### src/rtl/ps2_pkg.sv
// rtl/ps2_pkg.sv - shared constants, FSM encoding and event record for the PS/2 key decoder
package ps2_pkg;

  localparam logic [7:0] PS2_EXT = 8'hE0;
  localparam logic [7:0] PS2_BRK = 8'hF0;

  typedef enum logic [1:0] {
    FETCH  = 2'd0,
    POP    = 2'd1,
    SETTLE = 2'd2
  } ps2_state_e;

  typedef struct packed {
    logic [7:0] code;
    logic       ext;
    logic       brk;
    logic       rep;
    logic [7:0] ascii;
  } ps2_evt_t;

endpackage

### src/rtl/ps2_scan2ascii.sv
// rtl/ps2_scan2ascii.sv - combinational PS/2 set-2 scancode to ASCII lookup
module ps2_scan2ascii (
  input  logic [7:0] code,
  output logic [7:0] ascii
);

  always_comb begin
    ascii = 8'h00;
    case (code)
      8'h1C: ascii = "a";
      8'h32: ascii = "b";
      8'h21: ascii = "c";
      8'h23: ascii = "d";
      8'h24: ascii = "e";
      8'h2B: ascii = "f";
      8'h34: ascii = "g";
      8'h33: ascii = "h";
      8'h43: ascii = "i";
      8'h3B: ascii = "j";
      8'h42: ascii = "k";
      8'h4B: ascii = "l";
      8'h3A: ascii = "m";
      8'h31: ascii = "n";
      8'h44: ascii = "o";
      8'h4D: ascii = "p";
      8'h15: ascii = "q";
      8'h2D: ascii = "r";
      8'h1B: ascii = "s";
      8'h2C: ascii = "t";
      8'h3C: ascii = "u";
      8'h2A: ascii = "v";
      8'h1D: ascii = "w";
      8'h22: ascii = "x";
      8'h35: ascii = "y";
      8'h1A: ascii = "z";
      8'h45: ascii = "0";
      8'h16: ascii = "1";
      8'h1E: ascii = "2";
      8'h26: ascii = "3";
      8'h25: ascii = "4";
      8'h2E: ascii = "5";
      8'h36: ascii = "6";
      8'h3D: ascii = "7";
      8'h3E: ascii = "8";
      8'h46: ascii = "9";
      8'h29: ascii = 8'h20;
      8'h5A: ascii = 8'h0D;
      default: ascii = 8'h00;
    endcase
  end

endmodule

### src/rtl/ps2_key_decoder.sv
// rtl/ps2_key_decoder.sv - pops PS/2 receiver FIFO, strips E0/F0 prefixes, emits key events
module ps2_key_decoder
  import ps2_pkg::*;
#(
  parameter int CNT_W = 8
) (
  input  logic             clk,
  input  logic             clrn,
  input  logic [7:0]       kbd_data,
  input  logic             kbd_ready,
  input  logic             kbd_overflow,
  output logic             kbd_nextdata_n,
  output logic             evt_valid,
  output logic [7:0]       evt_code,
  output logic             evt_ext,
  output logic             evt_break,
  output logic             evt_repeat,
  output logic [7:0]       evt_ascii,
  output logic             key_down,
  output logic [7:0]       held_code,
  output logic [CNT_W-1:0] press_cnt,
  output logic             err
);

  ps2_state_e state;
  ps2_evt_t   evt_q;
  logic [7:0] byte_q;
  logic       ext_f;
  logic       brk_f;
  logic       held_ext;

  logic [7:0] ascii_lk;
  logic       eff_ext;
  logic       eff_brk;
  logic       held_match;

  ps2_scan2ascii u_scan2ascii (
    .code  (byte_q),
    .ascii (ascii_lk)
  );

  // An overflow in the same cycle invalidates any prefix already seen.
  assign eff_ext    = ext_f & ~kbd_overflow;
  assign eff_brk    = brk_f & ~kbd_overflow;
  assign held_match = key_down && (held_ext == eff_ext) && (held_code == byte_q);

  assign evt_code   = evt_q.code;
  assign evt_ext    = evt_q.ext;
  assign evt_break  = evt_q.brk;
  assign evt_repeat = evt_q.rep;
  assign evt_ascii  = evt_q.ascii;

  always_ff @(posedge clk or negedge clrn) begin
    if (!clrn) begin
      state          <= FETCH;
      kbd_nextdata_n <= 1'b1;
      byte_q         <= 8'h00;
      ext_f          <= 1'b0;
      brk_f          <= 1'b0;
      evt_valid      <= 1'b0;
      evt_q          <= '0;
      key_down       <= 1'b0;
      held_code      <= 8'h00;
      held_ext       <= 1'b0;
      press_cnt      <= '0;
      err            <= 1'b0;
    end else begin
      evt_valid      <= 1'b0;
      kbd_nextdata_n <= 1'b1;
      if (kbd_overflow) err <= 1'b1;

      case (state)
        FETCH: begin
          if (kbd_ready) begin
            byte_q         <= kbd_data;
            kbd_nextdata_n <= 1'b0;
            state          <= POP;
          end
        end
        POP: begin
          state <= SETTLE;
          if (byte_q == PS2_EXT) begin
            ext_f <= 1'b1;
          end else if (byte_q == PS2_BRK) begin
            brk_f <= 1'b1;
          end else begin
            evt_valid   <= 1'b1;
            evt_q.code  <= byte_q;
            evt_q.ext   <= eff_ext;
            evt_q.brk   <= eff_brk;
            evt_q.rep   <= ~eff_brk & held_match;
            evt_q.ascii <= eff_ext ? 8'h00 : ascii_lk;
            ext_f       <= 1'b0;
            brk_f       <= 1'b0;
            if (eff_brk) begin
              if (held_match) key_down <= 1'b0;
            end else if (!held_match) begin
              key_down  <= 1'b1;
              held_code <= byte_q;
              held_ext  <= eff_ext;
              press_cnt <= press_cnt + CNT_W'(1);
            end
          end
        end
        SETTLE: state <= FETCH;
        default: state <= FETCH;
      endcase

      // Placed last so it overrides a prefix set in the same POP cycle.
      if (kbd_overflow) begin
        ext_f <= 1'b0;
        brk_f <= 1'b0;
      end
    end
  end

endmodule

### config.mk
export PLATFORM = sky130hd
export DESIGN_NAME = ps2_key_decoder
export DESIGN_NICKNAME = d
export VERILOG_FILES = /design/src/rtl/ps2_pkg.sv /design/src/rtl/ps2_scan2ascii.sv /design/src/rtl/ps2_key_decoder.sv
export SDC_FILE = /design/constraint.sdc
export NUM_CORES = 1
export LEC_CHECK = 0
export BUFFER_PORTS_ARGS = -buffer_cell sky130_fd_sc_hd__buf_2
export CORE_AREA = 4 4 82 84
export CTS_BUF_LIST = sky130_fd_sc_hd__clkbuf_4 sky130_fd_sc_hd__clkbuf_8 sky130_fd_sc_hd__clkbuf_16
export CTS_CLUSTER_DIAMETER = 60
export CTS_CLUSTER_SIZE = 25
export DETAILED_ROUTE_END_ITERATION = 8
export DIE_AREA = 0 0 86 88
export PLACE_DENSITY = 0.79
export SYNTH_ARGS = -nofsm -noshare
export SYNTH_HDL_FRONTEND = slang
export SYNTH_HIERARCHICAL = 1
export SYNTH_SLANG_ARGS = --single-unit
### constraint.sdc
create_clock -name clk -period 1.9 [get_ports clk]
set_input_delay 0.285 -clock clk [delete_from_list [all_inputs] [get_ports clk]]
set_output_delay 0.285 -clock clk [all_outputs]
set_load 0.02 [all_outputs]
==> flow_results.xml <==
<?xml version="1.0" encoding="UTF-8"?>
<metrics>
  <group name="clocking">
    <metric name="cts.clk_slew.worst_paths" unit="ns">0.09</metric>
    <metric name="clk_path_buf_depth" unit="">2</metric>
    <metric name="clock-sinks" unit="">52</metric>
    <metric name="worstSkewPairLatency" unit="ns">0.32</metric>
    <metric name="tritoncts" unit="">yes</metric>
    <metric name="cts-htree-levels" unit="">2</metric>
    <metric name="cts_inserted_buffers" unit="">5</metric>
    <metric name="cts_root_buf" unit="">sky130_fd_sc_hd__clkbuf_8</metric>
  </group>
  <group name="timing">
    <metric name="period_minus_slack" unit="ns">2.03</metric>
    <metric name="clock_skew" unit="ns">0.0177</metric>
    <metric name="setup_viol_count_final" unit="">9</metric>
    <metric name="hold_viol" unit="">0</metric>
    <metric name="crit_share_post_route" unit="%">107</metric>
    <metric name="grt_setup_unrepaired" unit="">yes</metric>
    <metric name="fin_ws" unit="ns">-0.130</metric>
    <metric name="timing.fmax" unit="MHz">493</metric>
    <metric name="timing_max_transition_violations_final" unit="">0</metric>
  </group>
  <group name="min_path">
    <metric name="hold_depth" unit="">2</metric>
    <metric name="min_delay_worst_endpoint" unit="">byte_q[4]</metric>
    <metric name="timing.hold.worst.class" unit="">input pin to flip-flop</metric>
    <metric name="hold_start" unit="">kbd_data[4]</metric>
  </group>
  <group name="drt">
    <metric name="detail_route.wirelength" unit="mm">9.37</metric>
    <metric name="vias" unit="">2916</metric>
    <metric name="wire_per_inst" unit="µm">19.1</metric>
    <metric name="ant_nets" unit="">0</metric>
    <metric name="post-route-drc-count" unit="">0</metric>
    <metric name="route.detailed.vias_per_inst" unit="">5.94</metric>
    <metric name="initialDrtViolationCount" unit="">405</metric>
    <metric name="detailedRoute.firstPassIterationCount" unit="">8</metric>
  </group>
  <group name="setup_path">
    <metric name="critPathMaxStageDelay" unit="ns">0.46</metric>
    <metric name="r2r_end" unit="">evt_ascii[3]</metric>
    <metric name="slowest_stage" unit="">sky130_fd_sc_hd__mux4_2</metric>
    <metric name="worst_r2r_path_depth" unit="">10</metric>
    <metric name="rrSetupSlack" unit="ns">-0.13</metric>
    <metric name="startpoint_type" unit="">flip-flop</metric>
    <metric name="worstSetupEndpointType" unit="">flip-flop</metric>
    <metric name="worstPathArrival" unit="ns">2.23</metric>
    <metric name="crit-reg2reg-launch" unit="">byte_q[0]</metric>
    <metric name="timing.setup.critical_path_class" unit="">flip-flop to flip-flop</metric>
    <metric name="critical_path_cell_list" unit="">buf_6 &gt; clkinvlp_4 &gt; ha_4 &gt; mux4_2 &gt; nand2_1 &gt; o31ai_1 &gt; nand3_1 &gt; o211ai_1 &gt; nand3_1 &gt; nand2_1</metric>
    <metric name="worst-endpoint-required" unit="ns">2.10</metric>
    <metric name="cp_max_fo" unit="">4</metric>
  </group>
  <group name="run_status">
    <metric name="failing_checks" unit="">setup timing</metric>
    <metric name="status" unit="">complete, but fails checks</metric>
  </group>
  <group name="global_route">
    <metric name="via_count_of_the_first_global_routing_pass" unit="">2685</metric>
    <metric name="maximum_number_of_pins_on_one_net_before_global_route_repair" unit="">53</metric>
    <metric name="initial_antenna_violation_count" unit="">0</metric>
    <metric name="globalRouteOverflowTotal" unit="">0</metric>
    <metric name="global_route.usage.total" unit="%">21.9</metric>
    <metric name="grt_first_pass_wirelength" unit="mm">13.2</metric>
  </group>
  <group name="layout">
    <metric name="area.growth.synth_to_final" unit="%">40.8</metric>
    <metric name="layoutNonFillerInstCount" unit="">491</metric>
    <metric name="area.sequential" unit="µm²">1310</metric>
    <metric name="highest_count_cells_in_the_layout_ignoring_fill_and_taps" unit="">sky130_fd_sc_hd__nand2_1, sky130_fd_sc_hd__buf_2, sky130_fd_sc_hd__dfrtp_1</metric>
    <metric name="layout.cells.most_common" unit="">sky130_fd_sc_hd__nand2_1</metric>
    <metric name="insertedDiodeCount" unit="">0</metric>
    <metric name="final_net_count" unit="">436</metric>
    <metric name="post-route-cell-area" unit="µm²">4190</metric>
    <metric name="combined_area_of_the_multi_input_logic_cells" unit="µm²">1740</metric>
    <metric name="post_route_cells_drive_above_1_share" unit="%">43.5</metric>
    <metric name="final.fill_count" unit="">392</metric>
  </group>
  <group name="power">
    <metric name="worst_ir_drop_vdd" unit="V">0.000939</metric>
    <metric name="static_leakage" unit="nW">1.98</metric>
    <metric name="power-per-cell-area" unit="nW/µm²">1470</metric>
  </group>
  <group name="placed_design">
    <metric name="place_congestion" unit="">0.891</metric>
    <metric name="number_of_placed_instances_with_taps_included" unit="">449</metric>
    <metric name="dpl.hpwl" unit="mm">4.86</metric>
    <metric name="detailed_place.area" unit="µm²">3450</metric>
    <metric name="buffer_ports.inserted" unit="">50</metric>
  </group>
  <group name="floorplanning">
    <metric name="fp.dieArea" unit="µm²">7570</metric>
    <metric name="fp.coreArea" unit="µm²">5920</metric>
    <metric name="initial_utilization" unit="%">50.2</metric>
    <metric name="die-width" unit="µm">86</metric>
    <metric name="core.rowCount" unit="">28</metric>
    <metric name="io-pin-count" unit="">51</metric>
    <metric name="die_height" unit="µm">88</metric>
  </group>
  <group name="yosys">
    <metric name="mappedNetlistArea" unit="µm²">2970</metric>
    <metric name="synthesis.nets" unit="">332</metric>
    <metric name="post_synth_main_area_contributors" unit="">sky130_fd_sc_hd__dfrtp_1, sky130_fd_sc_hd__nand2_1, sky130_fd_sc_hd__mux2_2, sky130_fd_sc_hd__ha_1, sky130_fd_sc_hd__xnor2_1</metric>
    <metric name="synth_edf_count" unit="">0</metric>
    <metric name="sequential_share_of_the_synthesized_area" unit="%">43.8</metric>
    <metric name="post-synth-top-area-cell" unit="">sky130_fd_sc_hd__dfrtp_1</metric>
    <metric name="synthCells" unit="">311</metric>
    <metric name="synth_seq_cells" unit="">52</metric>
    <metric name="synth.top_cell.area_share" unit="%">42.9</metric>
    <metric name="syn-mean-instance-area" unit="µm²">9.55</metric>
    <metric name="synthesis.yosys.warnings" unit="">6</metric>
    <metric name="yosys.cell_types.count" unit="">53</metric>
    <metric name="asyncSetResetFlopFracSynth" unit="%">100</metric>
    <metric name="synthFlopType" unit="">sky130_fd_sc_hd__dfrtp_1</metric>
  </group>
  <group name="run">
    <metric name="maxCapViolations" unit="">0</metric>
  </group>
</metrics>
[metal layers]
layer	vias to the layer above	track usage [%]	share of wire, %
li1	1287	-	-
met1	1412	29.7	40
met2	167	37.0	48
met3	50	2.92	7.2
met4	0	5.76	4.8
met5	-	0	0
[through the flow]
stage	hold WS [ns]	TNS (ns)	total power, mW	setup WS, ns	util (%)
after global placement	0.295	-4.17	4.29	-0.421	58.3
after CTS	0.206	0	5.47	0.00128	65.2
final	0.205	-0.437	6.14	-0.130	70.7
after global routing	0.199	-1.61	6.46	-0.233	70.7
after detailed placement	0.296	-4.89	4.35	-0.478	58.3
after floorplan	-0.0106	0	3.48	0.0118	-
[timing repair]
item / CTS / global route
pin swaps: 8 / 21
hold buffers: 1 / 0
cloned: 2 / 2
setup buffers: 13 / 17
endpoints found under the hold margin: 51 / 0
resized for setup: 28 / 35
setup endpoints to repair: 18 / 24
[flip-flops by register name, summed over array words and instances, names as in the netlist]
name,count
brk_f,1
held_code,8
evt_repeat,1
byte_q,8
evt_valid,1
evt_break,1
evt_code,8
press_cnt,8
key_down,1
state,2
evt_ext,1
held_ext,1
ext_f,1
kbd_nextdata_n,1
evt_ascii,8
err,1
[layout make-up]
cell class | instances | area share (%)
Clock buffer | 5 | 1.64
Clock inverter | 3 | 1.11
Inverter | 12 | 1.29
Multi-Input combinational cell | 232 | 41.5
Sequential cell | 52 | 31.2
Tap cell | 75 | 2.24
Timing Repair Buffer | 112 | 21.0
[synth_stat cells, types with 4 or more instances]
master / count
sky130_fd_sc_hd__a21oi_1: 9
sky130_fd_sc_hd__a31oi_1: 7
sky130_fd_sc_hd__buf_2: 4
sky130_fd_sc_hd__clkbuf_1: 4
sky130_fd_sc_hd__dfrtp_1: 51
sky130_fd_sc_hd__ha_1: 9
sky130_fd_sc_hd__inv_1: 10
sky130_fd_sc_hd__mux2_2: 12
sky130_fd_sc_hd__mux2_4: 6
sky130_fd_sc_hd__nand2_1: 64
sky130_fd_sc_hd__nand2b_1: 8
sky130_fd_sc_hd__nand3_1: 18
sky130_fd_sc_hd__nor2_1: 7
sky130_fd_sc_hd__nor3_1: 8
sky130_fd_sc_hd__o211ai_1: 8
sky130_fd_sc_hd__o21ai_0: 10
sky130_fd_sc_hd__o21ai_1: 4
sky130_fd_sc_hd__xnor2_1: 11
sky130_fd_sc_hd__xor2_1: 5
[report_power, final]
group | switching, mW | total, mW | leakage, nW | internal [mW]
Combinational | 1.94 | 3.55 | 1.29 | 1.61
Clock | 0.397 | 0.794 | 0.0548 | 0.397
Sequential | 0.332 | 1.79 | 0.637 | 1.46
Total | 2.67 | 6.14 | 1.98 | 3.47
[worst max-delay path by stage]
stage	start	end	slack (ns)
after floorplan	byte_q[0]	evt_ascii[1]	0.01
after CTS	byte_q[6]	held_code[1]	0.001
after global placement	kbd_overflow	press_cnt[3]	-0.42
after detailed placement	kbd_overflow	press_cnt[3]	-0.48
final	byte_q[0]	evt_ascii[3]	-0.13
after global routing	byte_q[0]	evt_ascii[3]	-0.23
[critical path: cells and delay by family, from the launching register on]
| family | cells | cell delay [ns] |
|---|---|---|
| AOI/OAI and AO/OA | 2 | 0.18 |
| DFF | 1 | 0.43 |
| and+or+nand+nor | 4 | 0.34 |
| buffers and inverters | 2 | 0.30 |
| adders and majority gates | 1 | 0.21 |
| muxes | 1 | 0.46 |
[kinds of logic (layout without fill, tap and decap cells)]
kind of cell	Yosys count	count (layout)	share of synthesized area [%]
other	1	1	0.126
and+or+nand+nor	125	125	19.9
muxes	21	21	9.01
AOI/OAI and AO/OA	59	60	13.9
DFF	52	52	43.8
xor gates and xnor gates	16	16	4.72
buffers and inverters	28	132	4.72
adders and majority gates	9	9	3.79
Power figures use the tool's default switching activity.
